==> src/rtl/flex_counter_pkg.sv <==
`default_nettype none
//==============================================================================
// Module      : flex_counter_pkg
// Description : Shared types for the multi-channel flexible counter.
// Revision    : 1.0 - initial release
//==============================================================================
package flex_counter_pkg;

    typedef enum logic [1:0] {
        CNT_UP_WRAP   = 2'b00,
        CNT_DOWN_WRAP = 2'b01,
        CNT_UP_SAT    = 2'b10,
        CNT_RSVD      = 2'b11
    } cnt_mode_t;

endpackage : flex_counter_pkg
`default_nettype wire

==> src/rtl/flex_counter_ch.sv <==
`default_nettype none
//==============================================================================
// Module      : flex_counter_ch
// Description : One counter channel: up-wrap, down-wrap or up-saturate, with
//               clear/load, registered terminal flag and one-cycle wrap pulse.
// Revision    : 1.0 - initial release
//==============================================================================
module flex_counter_ch
    import flex_counter_pkg::*;
#(
    parameter int NUM_CNT_BITS = 4,
    parameter int WRAP_TO_ONE  = 1
) (
    input  logic                    clk,
    input  logic                    n_rst,
    input  logic                    clear,
    input  logic                    load,
    input  logic                    count_enable,
    input  logic [1:0]              mode,
    input  logic [NUM_CNT_BITS-1:0] load_val,
    input  logic [NUM_CNT_BITS-1:0] rollover_val,
    output logic [NUM_CNT_BITS-1:0] count_out,
    output logic                    rollover_flag,
    output logic                    wrap_pulse
);

    localparam logic [NUM_CNT_BITS-1:0] c_START =
        {{(NUM_CNT_BITS-1){1'b0}}, (WRAP_TO_ONE != 0)};
    localparam logic [NUM_CNT_BITS-1:0] c_ONE =
        {{(NUM_CNT_BITS-1){1'b0}}, 1'b1};

    logic [NUM_CNT_BITS-1:0] r_count;
    logic                    r_flag;
    logic                    r_pulse;

    logic [NUM_CNT_BITS-1:0] w_next;
    logic [NUM_CNT_BITS-1:0] w_terminal;
    logic                    w_wrap;
    cnt_mode_t               w_mode;

    assign w_mode = cnt_mode_t'(mode);

    always_comb begin
        w_next     = r_count;
        w_wrap     = 1'b0;
        w_terminal = (w_mode == CNT_DOWN_WRAP) ? c_START : rollover_val;

        if (clear) begin
            w_next = '0;
        end else if (load) begin
            w_next = load_val;
        end else if (count_enable) begin
            // The >= / <= compares also catch a terminal moved past the count.
            case (w_mode)
                CNT_UP_WRAP: begin
                    if (r_count >= rollover_val) begin
                        w_next = c_START;
                        w_wrap = 1'b1;
                    end else begin
                        w_next = r_count + c_ONE;
                    end
                end
                CNT_DOWN_WRAP: begin
                    if (r_count <= c_START) begin
                        w_next = rollover_val;
                        w_wrap = 1'b1;
                    end else begin
                        w_next = r_count - c_ONE;
                    end
                end
                CNT_UP_SAT: begin
                    if (r_count >= rollover_val) begin
                        w_next = rollover_val;
                    end else begin
                        w_next = r_count + c_ONE;
                    end
                end
                default: begin
                    w_next = r_count;
                end
            endcase
        end
    end

    always_ff @(posedge clk or negedge n_rst) begin
        if (!n_rst) begin
            r_count <= '0;
            r_flag  <= 1'b0;
            r_pulse <= 1'b0;
        end else begin
            r_count <= w_next;
            r_flag  <= (w_next == w_terminal);
            r_pulse <= w_wrap;
        end
    end

    assign count_out     = r_count;
    assign rollover_flag = r_flag;
    assign wrap_pulse    = r_pulse;

endmodule : flex_counter_ch
`default_nettype wire

==> src/rtl/flex_counter_mc.sv <==
`default_nettype none
//==============================================================================
// Module      : flex_counter_mc
// Description : NUM_CH independent flexible counters; slices the packed
//               per-channel buses onto flex_counter_ch instances.
// Revision    : 1.0 - initial release
//==============================================================================
module flex_counter_mc
    import flex_counter_pkg::*;
#(
    parameter int NUM_CNT_BITS = 4,
    parameter int NUM_CH       = 2,
    parameter int WRAP_TO_ONE  = 1
) (
    input  logic                           clk,
    input  logic                           n_rst,
    input  logic [NUM_CH-1:0]              clear,
    input  logic [NUM_CH-1:0]              load,
    input  logic [NUM_CH-1:0]              count_enable,
    input  logic [2*NUM_CH-1:0]            mode,
    input  logic [NUM_CNT_BITS*NUM_CH-1:0] load_val,
    input  logic [NUM_CNT_BITS*NUM_CH-1:0] rollover_val,
    output logic [NUM_CNT_BITS*NUM_CH-1:0] count_out,
    output logic [NUM_CH-1:0]              rollover_flag,
    output logic [NUM_CH-1:0]              wrap_pulse
);

    for (genvar i = 0; i < NUM_CH; i++) begin : g_ch
        flex_counter_ch #(
            .NUM_CNT_BITS (NUM_CNT_BITS),
            .WRAP_TO_ONE  (WRAP_TO_ONE)
        ) u_ch (
            .clk           (clk),
            .n_rst         (n_rst),
            .clear         (clear[i]),
            .load          (load[i]),
            .count_enable  (count_enable[i]),
            .mode          (mode[2*i +: 2]),
            .load_val      (load_val[i*NUM_CNT_BITS +: NUM_CNT_BITS]),
            .rollover_val  (rollover_val[i*NUM_CNT_BITS +: NUM_CNT_BITS]),
            .count_out     (count_out[i*NUM_CNT_BITS +: NUM_CNT_BITS]),
            .rollover_flag (rollover_flag[i]),
            .wrap_pulse    (wrap_pulse[i])
        );
    end

endmodule : flex_counter_mc
`default_nettype wire
==> config.mk <==
export PLATFORM = sky130hd
export DESIGN_NAME = flex_counter_mc
export DESIGN_NICKNAME = d
export VERILOG_FILES = /design/src/rtl/flex_counter_pkg.sv /design/src/rtl/flex_counter_ch.sv /design/src/rtl/flex_counter_mc.sv
export SDC_FILE = /design/constraint.sdc
export NUM_CORES = 1
export LEC_CHECK = 0
export BUFFER_PORTS_ARGS = -buffer_cell sky130_fd_sc_hd__buf_2
export CAP_MARGIN = 20
export CORE_MARGIN = 2
export CORE_UTILIZATION = 58
export DETAILED_ROUTE_END_ITERATION = 10
export PLACE_DENSITY = 0.91
export SYNTH_ARGS = -nofsm -noshare
export SYNTH_HDL_FRONTEND = slang
export SYNTH_HIERARCHICAL = 1
export SYNTH_SLANG_ARGS = --single-unit
export TNS_END_PERCENT = 1
==> constraint.sdc <==
create_clock -name clk -period 5.1 [get_ports clk]
set_input_delay 1.53 -clock clk [delete_from_list [all_inputs] [get_ports clk]]
set_output_delay 1.53 -clock clk [all_outputs]
set_load 0.005 [all_outputs]
==> metrics.txt <==
# TYPE chip_impl_metric gauge
chip_impl_metric{name="first_iter_violations",unit=""} 120
chip_impl_metric{name="clock_insertion_delay_at_the_later_pin_of_the_skew_report",unit="ns"} 0.27
chip_impl_metric{name="initial_antenna_violation_count",unit=""} 0
chip_impl_metric{name="gr-usage-all-layers",unit="%"} 28.4
chip_impl_metric{name="place.port_buffers",unit=""} 39
chip_impl_metric{name="nNetsFinal",unit=""} 280
chip_impl_metric{name="final.setup_skew",unit="ns"} 0.00419
chip_impl_metric{name="post_synth.cell_area_avg",unit="µm²"} 8.10
chip_impl_info{name="rsz0062_at_grt",value="false"} 1
chip_impl_info{name="endpoint_kind",value="flop"} 1
chip_impl_metric{name="clock.fmax",unit="MHz"} 285
chip_impl_metric{name="grt-ovfl-total",unit=""} 0
chip_impl_metric{name="detailed_place_hpwl",unit="µm"} 3590
chip_impl_metric{name="clk_path_buf_depth",unit=""} 2
chip_impl_metric{name="synth_sequential_area_ratio",unit="%"} 18.3
chip_impl_metric{name="maxSlewHeadroom",unit="%"} 62.6
chip_impl_metric{name="postPlaceCellArea",unit="µm²"} 1830
chip_impl_metric{name="fin_hold_viols",unit=""} 0
chip_impl_metric{name="firstDrtPassIters",unit=""} 4
chip_impl_metric{name="worstPathMaxFanout",unit=""} 5
chip_impl_metric{name="detail_route.drc_violations",unit=""} 0
chip_impl_metric{name="final_max_slew_viol_count",unit=""} 0
chip_impl_metric{name="net_count_synth",unit=""} 244
chip_impl_metric{name="pre_cts_ws",unit="ns"} 1.36
chip_impl_metric{name="dieHeight",unit="µm"} 57.1
chip_impl_metric{name="syn-cell-area",unit="µm²"} 1640
chip_impl_metric{name="initial_core_util",unit="%"} 60.4
chip_impl_metric{name="yosysUniqueCellTypes",unit=""} 44
chip_impl_metric{name="grt_pass1_wl",unit="µm"} 7420
chip_impl_metric{name="design_area",unit="µm²"} 1870
chip_impl_metric{name="io_pins",unit=""} 40
chip_impl_metric{name="yosys_warnings",unit=""} 6
chip_impl_metric{name="totalPowerFinal",unit="mW"} 0.351
chip_impl_metric{name="post_cts_repair_setup_buffers",unit=""} 0
chip_impl_metric{name="worst_setup_hold_path_clk_slew",unit="ns"} 0.07
chip_impl_metric{name="setup-violations-final",unit=""} 0
chip_impl_metric{name="setup_total_negative_slack",unit="ns"} 0
chip_impl_info{name="clock_tree_from_tritoncts",value="done"} 1
chip_impl_metric{name="place_congestion",unit=""} 0.989
chip_impl_info{name="clock_root_buffer",value="sky130_fd_sc_hd__clkbuf_4"} 1
chip_impl_metric{name="postLayoutSetupSlackWorst",unit="ns"} 1.59
chip_impl_metric{name="placeableCoreArea",unit="µm²"} 2710
chip_impl_metric{name="power.density_cell_area",unit="nW/µm²"} 188
chip_impl_metric{name="hold_buffer_count_at_cts",unit=""} 0
chip_impl_info{name="nature_of_the_critical_path_startpoint",value="primary input"} 1
chip_impl_metric{name="worst-endpoint-required",unit="ns"} 5.28
chip_impl_metric{name="tritoncts.num_buffers",unit=""} 3
chip_impl_metric{name="netlist_instances",unit=""} 202
chip_impl_metric{name="ctsResizeCount",unit=""} 0
chip_impl_metric{name="synthToLayoutAreaGrowth",unit="%"} 14.2
chip_impl_metric{name="detail_route.wl_per_cell",unit="µm"} 16.6
chip_impl_metric{name="cts_htree_levels",unit=""} 1
chip_impl_metric{name="n_diodes",unit=""} 0
chip_impl_info{name="run_status",value="finished, final reports clean"} 1
chip_impl_info{name="worstSetupPathType",value="in2reg"} 1
chip_impl_info{name="hold_class",value="reg2reg"} 1
chip_impl_metric{name="timing.max_cap.violations",unit=""} 0
chip_impl_metric{name="grt_start_max_net_pins",unit=""} 14
chip_impl_metric{name="final_period_minus_worst_setup_slack",unit="ns"} 3.51
chip_impl_metric{name="die_area",unit="µm²"} 3260
chip_impl_metric{name="postRouteAntennaNets",unit=""} 0
chip_impl_metric{name="drive_above_1_share",unit="%"} 24.1
chip_impl_metric{name="power.leakage",unit="nW"} 0.901
chip_impl_metric{name="grt_pass1_vias",unit=""} 1545
chip_impl_metric{name="dr_vias",unit=""} 1753
chip_impl_metric{name="ys_seq_elements",unit=""} 12
chip_impl_metric{name="post_drt_via_cell_ratio",unit=""} 6.54
chip_impl_metric{name="finalCoreUtilization",unit="%"} 69.0
chip_impl_metric{name="tcrit_tclk_final",unit="%"} 68.7
chip_impl_metric{name="arrival",unit="ns"} 3.69
chip_impl_metric{name="routed_wl",unit="µm"} 4440
chip_impl_metric{name="fillCellCount",unit=""} 231
chip_impl_metric{name="number_of_clock_sinks_seen_by_cts",unit=""} 12
chip_impl_metric{name="worst_ir_drop_vdd",unit="mV"} 0.172
chip_impl_metric{name="timing_worst_slew_pin_value",unit="ns"} 0.561
chip_impl_metric{name="row_count",unit=""} 19
chip_impl_metric{name="dieWidth",unit="µm"} 57.1
==> per-stage QoR <==
step | instances | hold slack [ns]
finish | 268 | 0.923
global route | 268 | 0.982
CTS | 268 | 0.907
detailed placement | 264 | 0.888
global placement | 264 | 0.885
floorplan | 202 | 0.807
==> layout make-up <==
cell class                      instances  area, µm²  area share (%)
Multi-Input combinational cell        164       1230            65.9
Sequential cell                        12        300            16.1
Timing Repair Buffer                   39        195            10.4
Inverter                               18       67.6            3.61
Tap cell                               31       38.8            2.07
Clock buffer                            4       36.3            1.94
==> worst max-delay path, cell delays in order <==
cell	delay [ns]
sky130_fd_sc_hd__buf_2	0.13
sky130_fd_sc_hd__ha_1	0.29
sky130_fd_sc_hd__nor3b_1	0.42
sky130_fd_sc_hd__o21ai_0	0.22
sky130_fd_sc_hd__a22o_1	0.23
sky130_fd_sc_hd__o21a_1	0.16
sky130_fd_sc_hd__or4_1	0.48
sky130_fd_sc_hd__a211oi_2	0.21
==> cell usage in the layout, fill, tap and decap left out, types with 3 or more instances in the layout <==
cell and n:
sky130_fd_sc_hd__o21a_1 8, sky130_fd_sc_hd__clkbuf_4 3, sky130_fd_sc_hd__nor2_1 12, sky130_fd_sc_hd__or3_1 4, sky130_fd_sc_hd__inv_1 18, sky130_fd_sc_hd__nor3b_1 4
sky130_fd_sc_hd__ha_1 14, sky130_fd_sc_hd__a21oi_1 14, sky130_fd_sc_hd__a22o_1 4, sky130_fd_sc_hd__nor2b_1 12, sky130_fd_sc_hd__nand2_1 6, sky130_fd_sc_hd__buf_2 39
sky130_fd_sc_hd__a221oi_1 4, sky130_fd_sc_hd__o211ai_1 12, sky130_fd_sc_hd__nor3_1 4, sky130_fd_sc_hd__nand2b_1 4, sky130_fd_sc_hd__o21ai_0 10, sky130_fd_sc_hd__dfrtp_1 12
==> kinds of logic (layout without fill, tap and decap cells) <==
family / after synthesis / after routing / synth area share, %
AO/OA/AOI/OAI: 80 / 80 / 36.7
AND/OR/NAND/NOR: 64 / 64 / 23.7
buffers and inverters: 26 / 61 / 6.42
adder cells (fa/ha/maj): 14 / 14 / 10.7
flip-flops: 12 / 12 / 18.3
multiplexers: 4 / 4 / 3.06
XOR/XNOR: 2 / 2 / 1.07
==> power by group <==
part | switching, mW | total, mW | internal [mW]
Clock | 0.0314 | 0.0747 | 0.0433
Combinational | 0.0880 | 0.157 | 0.0687
Sequential | 0.0178 | 0.120 | 0.102
Total | 0.137 | 0.351 | 0.214
==> Yosys cell counts, drive strengths merged <==
library cell  count  area, µm²
a211oi            4       40.0
a21bo             2       20.0
a21boi            2       15.0
a21oi            14       70.1
a221o             2       20.0
a221oi            4       35.0
a22o              4       35.0
a311o             2       20.0
a31o              2       17.5
a41o              2       20.0
and2              2       12.5
and3              2       12.5
and3b             2       20.0
and4b             2       20.0
buf               8       37.5
dfrtp            12        300
ha               14        175
inv              18       67.6
mux2              2       30.0
mux2i             2       20.0
nand2             6       22.5
nand2b            4       25.0
nand3             4       30.0
nand4b            2       17.5
nor2             12       45.0
nor2b            12       75.1
nor3              4       20.0
nor3b             4       30.0
nor4b             2       17.5
o211a             2       20.0
o211ai           12       90.1
o21a              8       60.1
o21ai            10       50.1
o21bai            2       22.5
o22ai             2       12.5
o311ai            2       17.5
o31ai             2       15.0
o32a              2       20.0
or3               4       25.0
or4               2       15.0
xnor2             2       17.5
==> path summary, 6_finish.rpt <==
path                                                     startpoint                                    to  slack (ns)  depth (start not counted)
worst min-delay path            g_ch[0].u_ch/count_out[1]$_DFF_PN0_   g_ch[0].u_ch/count_out[1]$_DFF_PN0_        0.92                          3
min in group asynchronous                                     n_rst  g_ch[1].u_ch/rollover_flag$_DFF_PN0_        1.12                          1
worst max register to register  g_ch[1].u_ch/count_out[0]$_DFF_PN0_  g_ch[1].u_ch/rollover_flag$_DFF_PN0_        2.31                          8
worst min register to register  g_ch[0].u_ch/count_out[1]$_DFF_PN0_   g_ch[0].u_ch/count_out[1]$_DFF_PN0_        0.92                          3
max in group asynchronous                                     n_rst   g_ch[0].u_ch/count_out[0]$_DFF_PN0_        3.76                          1
worst max-delay path                                rollover_val[0]  g_ch[0].u_ch/rollover_flag$_DFF_PN0_        1.59                          8
==> routing by layer <==
metal	vias up	wire length [µm]	track usage, %
met5	-	0	0
met1	804	2080	45.3
met2	97	1930	40.7
met4	0	43	3.99
met3	6	391	5.22
li1	846	-	-
==> state kept, by name (all words and copies together), names as in the netlist <==
name	cells
g_ch.u_ch/count_out	8
g_ch.u_ch/rollover_flag	2
g_ch.u_ch/wrap_pulse	2
(Power assumes the default switching activity.)
